===== src/rtl/dvsd_mul16_seq.sv =====
// 16x16 unsigned multiplier sequencer: drives one shared 8x8 combinational
// multiplier over four passes and accumulates partial products into 32 bits.
module dvsd_mul16_seq #(
  parameter int unsigned ZERO_SKIP = 1
) (
  input  logic        clk,
  input  logic        rst,
  input  logic        in_valid,
  output logic        in_ready,
  input  logic [15:0] in_a,
  input  logic [15:0] in_b,
  output logic        out_valid,
  input  logic        out_ready,
  output logic [31:0] out_p,
  output logic        busy,
  output logic [7:0]  mul_a,
  output logic [7:0]  mul_b,
  input  logic [15:0] mul_p
);

  localparam logic [2:0] S_IDLE = 3'd0;
  localparam logic [2:0] S_P0   = 3'd1;
  localparam logic [2:0] S_P1   = 3'd2;
  localparam logic [2:0] S_P2   = 3'd3;
  localparam logic [2:0] S_P3   = 3'd4;
  localparam logic [2:0] S_DONE = 3'd5;

  logic [2:0]  state_q, state_d;
  logic [15:0] a_q, a_d;
  logic [15:0] b_q, b_d;
  logic [31:0] acc_q, acc_d;
  logic [31:0] mul_ext;
  logic        zero_op;

  assign mul_ext = {16'h0000, mul_p};
  assign zero_op = (ZERO_SKIP != 0) && ((in_a == 16'h0000) || (in_b == 16'h0000));

  always_comb begin
    state_d = state_q;
    a_d     = a_q;
    b_d     = b_q;
    acc_d   = acc_q;
    case (state_q)
      S_IDLE: begin
        if (in_valid) begin
          a_d     = in_a;
          b_d     = in_b;
          acc_d   = 32'h0;
          state_d = zero_op ? S_DONE : S_P0;
        end
      end
      S_P0: begin
        acc_d   = mul_ext;
        state_d = S_P1;
      end
      S_P1: begin
        acc_d   = acc_q + (mul_ext << 8);
        state_d = S_P2;
      end
      S_P2: begin
        acc_d   = acc_q + (mul_ext << 8);
        state_d = S_P3;
      end
      S_P3: begin
        acc_d   = acc_q + (mul_ext << 16);
        state_d = S_DONE;
      end
      S_DONE: begin
        if (out_ready) begin
          state_d = S_IDLE;
        end
      end
      default: state_d = S_IDLE;
    endcase
  end

  // Operand byte selection per pass; the multiplier sees zeros when idle.
  always_comb begin
    mul_a = 8'h00;
    mul_b = 8'h00;
    case (state_q)
      S_P0: begin mul_a = a_q[7:0];  mul_b = b_q[7:0];  end
      S_P1: begin mul_a = a_q[15:8]; mul_b = b_q[7:0];  end
      S_P2: begin mul_a = a_q[7:0];  mul_b = b_q[15:8]; end
      S_P3: begin mul_a = a_q[15:8]; mul_b = b_q[15:8]; end
      default: begin mul_a = 8'h00; mul_b = 8'h00; end
    endcase
  end

  always_ff @(posedge clk or posedge rst) begin
    if (rst) begin
      state_q <= S_IDLE;
      a_q     <= 16'h0;
      b_q     <= 16'h0;
      acc_q   <= 32'h0;
    end else begin
      state_q <= state_d;
      a_q     <= a_d;
      b_q     <= b_d;
      acc_q   <= acc_d;
    end
  end

  assign in_ready  = (state_q == S_IDLE);
  assign out_valid = (state_q == S_DONE);
  assign busy      = (state_q != S_IDLE);
  assign out_p     = acc_q;

endmodule


===== config.mk =====
export PLATFORM = sky130hd
export DESIGN_NAME = dvsd_mul16_seq
export DESIGN_NICKNAME = d
export VERILOG_FILES = /design/src/rtl/dvsd_mul16_seq.sv
export SDC_FILE = /design/constraint.sdc
export NUM_CORES = 1
export LEC_CHECK = 0
export ABC_AREA = 1
export BUFFER_PORTS_ARGS = -buffer_cell sky130_fd_sc_hd__buf_4
export CAP_MARGIN = 20
export CORE_ASPECT_RATIO = 0.75
export CORE_MARGIN = 5
export CORE_UTILIZATION = 51
export CTS_CLUSTER_DIAMETER = 120
export DETAILED_ROUTE_END_ITERATION = 10
export MAX_ROUTING_LAYER = met4
export PLACE_DENSITY = 0.83
export SLEW_MARGIN = 30
export SYNTH_ARGS = -nofsm -noshare
export SYNTH_HDL_FRONTEND = slang
export SYNTH_SLANG_ARGS = --single-unit

===== constraint.sdc =====
create_clock -name clk -period 2.1 [get_ports clk]
set_clock_uncertainty 0.2 [all_clocks]
set_input_delay 0.21 -clock clk [delete_from_list [all_inputs] [get_ports clk]]
set_output_delay 0.21 -clock clk [all_outputs]
set_load 0.01 [all_outputs]

==> results.md, run 1 <==
- Yosys top cell by area: dfrtp_1
- Max Fclk: 486.5 MHz
- Die area: 12250 sq um
- Final Cycle Share: 0.9789
- CTS tree: built
- Crit path max fanout: 9
- Crit-path cells: inv_2 > nand3_1 > clkinv_2 > nand2_1 > o21ai_1 > buf_4
- Synth top area share: 0.3249
- Row cnt: 31
- Die Y: a little under 100 um
- Initial antenna violation count: 0
- Mapped Avg Cell Area: 6.649 sq um
- Final hold violation count: 3
- Slowest-stage cell, CP: dfrtp_2
- DRC violation count after routing: 0
- Critical Path RT: about 1.7 ns
- Area growth, synth to finish: 44.79%
- Fillers: 714
- Slew Limit Fails: 0
- Failing checks: hold timing
- Via count: 6180
- Syn Nets: 861
- Clock root buffer: clkbuf_16
- Port Buffers: 102
- First-pass GRT wire length: approximately 28000 um
- Cell variety after synth: 36
- Post-synth design cell area: 5160 sq um
- Post-synthesis async set-or-reset flop share: 1.000
- CP arrival: 1.65 ns
- Setup TNS: 0 ns
- Primary FF master, synth: dfrtp_1
- # setup viols final: 0
- Grt ovf: 0
- Core Area: 9774 sq um
- Drt via density: approximately 5.6
- Setup crit start: state_q[2]
- Critical path class: flop to output pin
- Total CTS buffers: 9
- Worst-path clk slew: 0.06 ns
- Setup crit end kind: output pin
- Initial Util: 0.5279
- Pwr Density: 1438 nW/um^2
- N_diodes: 0
- Detailed Routing Iterations Pass 1: 6
- Routed WL: 18990 um
- Tot Pwr: between 0.01 and 0.015 W
- Horiz. Die Dim: 126.1 um
- Number of synthesized flops with an enable pin: 0
- Reg area: 1685 sq um
- Setup crit start kind: flop
- Area of the multi-input gates: 3397 sq um
- ANT nets after route: 0
- Ratio of cells with drive above 1 in the final layout: 0.2648
- CTS max path bufs: 2
- Worst-Skew Late Latency: 0.34 ns
- Ys Warns: 0
- Largest net degree at the start of global routing: 63
- Worst reg2reg path startpoint: out_p[23]
- Total of max-cap violations: 0
- Slew HR: 0.7330
- Leak: 3.854 nW
- Worst-Margin Slew: 0.3975 ns
- Seq cells post-synth: 67
- CP Buf/Inv Count: 3
- Routed wire per std cell: between 15 and 20 um
- Commonest non-fill, non-tap cell in the layout: nand2_1
- Drt initial violations: a little over 600
- Final min period: 2.056 ns
- Number of global-route vias before repair: approximately 5500
- Dominant cells by area after synthesis: dfrtp_1, nand2_1, inv_1, nand3_1, ha_1
- Register area share after synthesis: 0.3249
- WHS: -0.01054 ns
- Family with the most delay on the worst path: flip-flops
- Total GRT Usage: 0.2916
- Post-Syn Instances: 776
- Most frequent cells in the layout: nand2_1, buf_4, inv_1
- Hold Path Class: input pin to flop
- GP Congestion: 1.033
- Peak VDD IR: 797.4 uV
- Outcome: complete, but fails checks
- Post-DP HPWL: between 10000 and 15000 um
- I/O pin count: 103
- Hold Path Origin: in_a[14]
- CP peak stage delay: 0.48 ns
- H-tree lvl count: 3
- TritonCTS sink count: 67
- Unrepaired setup endpoints after global routing: true
- Fin nets: 1043
Yosys cell counts (all sizes together) (10+ instances only):
cell / n
nand3: 82
nor2: 68
nand3b: 11
ha: 31
a21oi: 38
clkbuf: 10
nand2: 250
nand4: 14
inv: 113
o21ai: 50
a32o: 16
dfrtp: 67
cell type report:
class	instances	area share
multi-input cells	582	0.4547
flip-flops and latches	67	0.2256
repair buffers	184	0.2026
inverters	114	0.05778
clock buffers	9	0.03015
well taps	132	0.02211
clock inverters	7	0.007034
path summary, 6_finish.rpt:
| kind | to | slack (ns) | cells after the start |
|---|---|---|---|
| max | mul_b[1] | 0.04 | 6 |
| max in group asynchronous | out_p[22] | 0.94 | 4 |
| min | a_q[14] | -0.01 | 3 |
| min in group asynchronous | b_q[8] | 0.23 | 3 |
| min reg2reg | b_q[3] | 0.29 | 2 |
| max reg2reg | out_p[25] | 0.04 | 10 |
metal layers:
layer	GRT usage	vias up	share of wire
met5	-	-	0
li1	-	2902	-
met1	0.4120	2855	0.43
met4	0.07502	0	0.022
met3	0.06099	48	0.11
met2	0.4275	375	0.44
through the flow:
stage               worst slack [ns]    util  instance area (sq um)  hold WS [ns]  cells
floorplan                   0.006842       -                   5160        0.1606    776
detailed placement          -0.09866  0.6459                   6314       0.01274   1031
CTS                        0.0001728  0.7267                   7103      0.001460   1094
global placement            -0.05193  0.6459                   6314      0.008883   1031
global route                -0.03455  0.7643                   7471      0.005325   1095
finish                       0.04437  0.7643                   7471      -0.01054   1095
state kept, by name, summed over array words and instances (netlist names):
register  count
state_q       3
a_q          16
out_p        32
b_q          16
power breakdown:
| part | leakage, nW | switching (W) | internal [W] | total [W] |
|---|---|---|---|---|
| Sequential | 0.830 | 0.000486 | 0.00190 | 0.00239 |
| Combinational | 2.90 | 0.00402 | 0.00291 | 0.00694 |
| Clock | 0.124 | 0.000620 | 0.000802 | 0.00142 |
| Total | 3.85 | 0.00513 | 0.00562 | 0.0107 |
worst register-to-register path, cell delays in order (launching register included):
cell and delay (ns):
dfrtp_2 0.45, ha_4 0.30, nand2_1 0.11, nor2_1 0.16, inv_1 0.10, nor3_1 0.19, nand2_1 0.14, nand2_1 0.08
nand2_1 0.05, nand3_1 0.09, nand3_1 0.07
kinds of logic after synthesis:
group | synth area share
muxes | 0.004364
xor gates and xnor gates | 0.005093
and+or+nand+nor | 0.3613
DFF | 0.3249
AOI/OAI and AO/OA | 0.1259
adders and majority gates | 0.08293
buffers and inverters | 0.09554
what timing repair did:
action,4_1_cts,5_1_grt
endpoints found under the setup margin,22,28
gates resized for setup,19,81
hold buffers,42,0
pin swaps,0,17
buffers inserted,4,2
gates cloned,1,0
endpoints found under the hold margin,79,0
(Power assumes the default switching activity.)
==> inputs of run 2 (changes only) <==
--- a/config.mk
+++ b/config.mk
@@ -13,6 +13,7 @@
 export CORE_UTILIZATION = 51
 export CTS_CLUSTER_DIAMETER = 120
 export DETAILED_ROUTE_END_ITERATION = 10
+export GPL_TIMING_DRIVEN = 0
 export MAX_ROUTING_LAYER = met4
 export PLACE_DENSITY = 0.83
 export SLEW_MARGIN = 30
==> run 2 against run 1 <==
The flow now finishes without violations. Final cell count fell by 1.2%. Utilization increased by 0.15 points. Clock-buffer cell count stayed put. Global-route usage increased by 1.0 points. Register-to-register slack lost 0.03 ns. Maximum frequency shrank 1.3%. Clock power increased by 11%. Flip-flop and latch count stayed put. Critical path type is now flop to flop. Largest power group unchanged.
==> results.md, run 2 (synthesized netlist as in run 1, its figures left out) <==
- Drt via density: 5.786 (+2.5%)
- Port Buffers: 102 (unchanged)
- Drt initial violations: 844 (+39%)
- Horiz. Die Dim: 126.1 um (unchanged)
- R2r setup slk: 0.02 ns (-0.03 ns)
- DRC violation count after routing: 0 (unchanged)
- Unrepaired setup endpoints after global routing: true
- Core Area: 9774 sq um (unchanged)
- Hold Path Class: input pin to flop
- TritonCTS sink count: 67 (unchanged)
- Final hold violation count: 0 (-3)
- Routed wire per std cell: 18.22 um (+5.1%)
- GP Congestion: 0.9981 (-3.4%)
- Crit path to: out_p[28]
- Total of max-cap violations: 0 (unchanged)
- First-pass GRT wire length: 28820 um (+2.7%)
- WHS: 0.01668 ns (+0.02721 ns)
- Max reg flops: 32 (unchanged)
- Setup crit start kind: flop
- Grt ovf: 0 (unchanged)
- Critical path class: flop to flop
- Final Cycle Share: 0.9913 (+0.01240)
- CP dominant cell by count: nand3_1
- Routed WL: 19720 um (+3.8%)
- Crit-path cells: ha_4 > nand2_1 > nor2_1 > inv_1 > nor2_1 > nand2_2 > nand2_2 > nand3_1 > nand3_1 > nand3_1
- Initial Util: 0.5279 (unchanged)
- Setup WS post-layout: 0.01833 ns (-0.02604 ns)
- I/O pin count: 103 (unchanged)
- Final Cell Area: 7486 sq um (+0.20%)
- # setup viols final: 0 (unchanged)
- Worst slack, placed: -0.1442 ns (-0.04549 ns)
- Detailed Routing Iterations Pass 1: 7 (+1)
- Family with the most delay on the worst path: simple AND/OR/NAND/NOR gates
- Clock root buffer: clkbuf_16
- Most frequent cells in the layout: nand2_1, buf_4, inv_1
- Worst-Margin Slew: 0.5253 ns (+0.1278 ns)
- Total CTS buffers: 9 (unchanged)
- CTS max path bufs: 2 (unchanged)
- Slew Limit Fails: 0 (unchanged)
- Slew HR: 0.6498 (-0.08317)
- Ratio of cells with drive above 1 in the final layout: 0.2653 (+0.0004657)
- Tot Pwr: 0.01090 W (+1.5%)
- Critical Path RT: 2.13 ns (+0.44 ns)
- Worst reg2reg path startpoint: out_p[18]
- Worst path depth: 10 (+4)
- Outcome: finished clean
- Worst-path clk slew: 0.07 ns (about the same)
- Largest net degree at the start of global routing: 44 (-30%)
- CP Buf/Inv Count: 1 (-2)
- Fin nets: 1030 (-1.2%)
- Util after Layout: 0.7659 (+0.001536)
- Area growth, synth to finish: 45.08%
- Worst-Skew Late Latency: 0.35 ns (about the same)
- Commonest non-fill, non-tap cell in the layout: nand2_1
- Total GRT Usage: 0.3018 (+0.01016)
- CTS tree: built
- Initial antenna violation count: 0 (unchanged)
- Die area: 12250 sq um (unchanged)
- Slowest-stage cell, CP: dfrtp_2
- Pwr Density: 1456 nW/um^2 (+1.3%)
- Crit path max fanout: 5 (-4)
- DP Area: 6113 sq um (-3.2%)
- Peak VDD IR: 657.5 uV (-18%)
- Max Fclk: 480.4 MHz (-1.3%)
- Via count: 6260 (+1.3%)
- N_diodes: 0 (unchanged)
- CP arrival: 2.11 ns (+0.46 ns)
- Die Y: 97.11 um (unchanged)
- H-tree lvl count: 3 (unchanged)
- Row cnt: 31 (unchanged)
- ANT nets after route: 0 (unchanged)
- CP peak stage delay: 0.47 ns (about the same)
- Setup crit end kind: flop
- Reg2Reg Capture Point: out_p[28]
- R2r worst-path depth: 10 (unchanged)
- Final min period: 2.082 ns (+0.02604 ns)
- Number of global-route vias before repair: 5590 (+1.2%)
- Setup crit start: out_p[18]
- Post-DP HPWL: 12720 um (-0.12%)
- Leak: 3.760 nW (-2.4%)
## run 2: repair_timing
action | CTS | global route
pin swaps | 1 | 14
setup buffers | 5 | 6
hold endpoints to repair | 84 | 0
hold buffers | 43 | 0
setup endpoints to repair | 28 | 32
gates cloned | 1 | 0
resized for setup | 34 | 102
## run 2: tightest hold or removal path: stages
cell,delay [ns]
buf_4,0.12
inv_1,0.08
o21ai_0,0.11
## run 2: stage by stage
| stage | std cells | setup TNS, ns |
|---|---|---|
| after floorplan | 776 | 0 |
| final | 1082 | 0 |
| after global routing | 1082 | -0.3491 |
| after CTS | 1076 | -0.003826 |
| after detailed placement | 1011 | -0.8345 |
| after global placement | 1010 | -55.42 |
## run 2: worst min path at each step
stage,from,slack [ns],cells past startpoint,to
after floorplan,in_b[6],0.16,1,b_q[6]
after global placement,in_b[7],0.26,2,b_q[7]
after detailed placement,rst,0.005,2,b_q[15]
after CTS,mul_p[5],0.004,2,out_p[5]
after global routing,mul_p[1],0.03,2,out_p[1]
final,in_b[0],0.02,3,b_q[0]
## run 2: power by group
group	switching (W)	internal, W	total, W
clock	0.000647	0.000929	0.00158
combinational	0.00398	0.00280	0.00678
sequential	0.000637	0.00191	0.00255
total	0.00527	0.00564	0.0109
## run 2: final cells by class
class                      instances  area [sq um]
tap                              132         165.2
timing repair buffer             157          1299
fill                             692          2288
clock buffer                       9         225.2
buffer                            14         78.83
clock inverter                     7         77.57
inverter                         114         436.7
multi-input combinational        582          3512
sequential                        67          1692
## run 2: per-layer routing
metal | part of all wire | global-route usage | routed length (um)
met1 | 0.41 | 0.4232 | 8174
met2 | 0.43 | 0.4430 | 8477
met3 | 0.12 | 0.06538 | 2407
met4 | 0.033 | 0.08079 | 656
met5 | 0 | - | 0
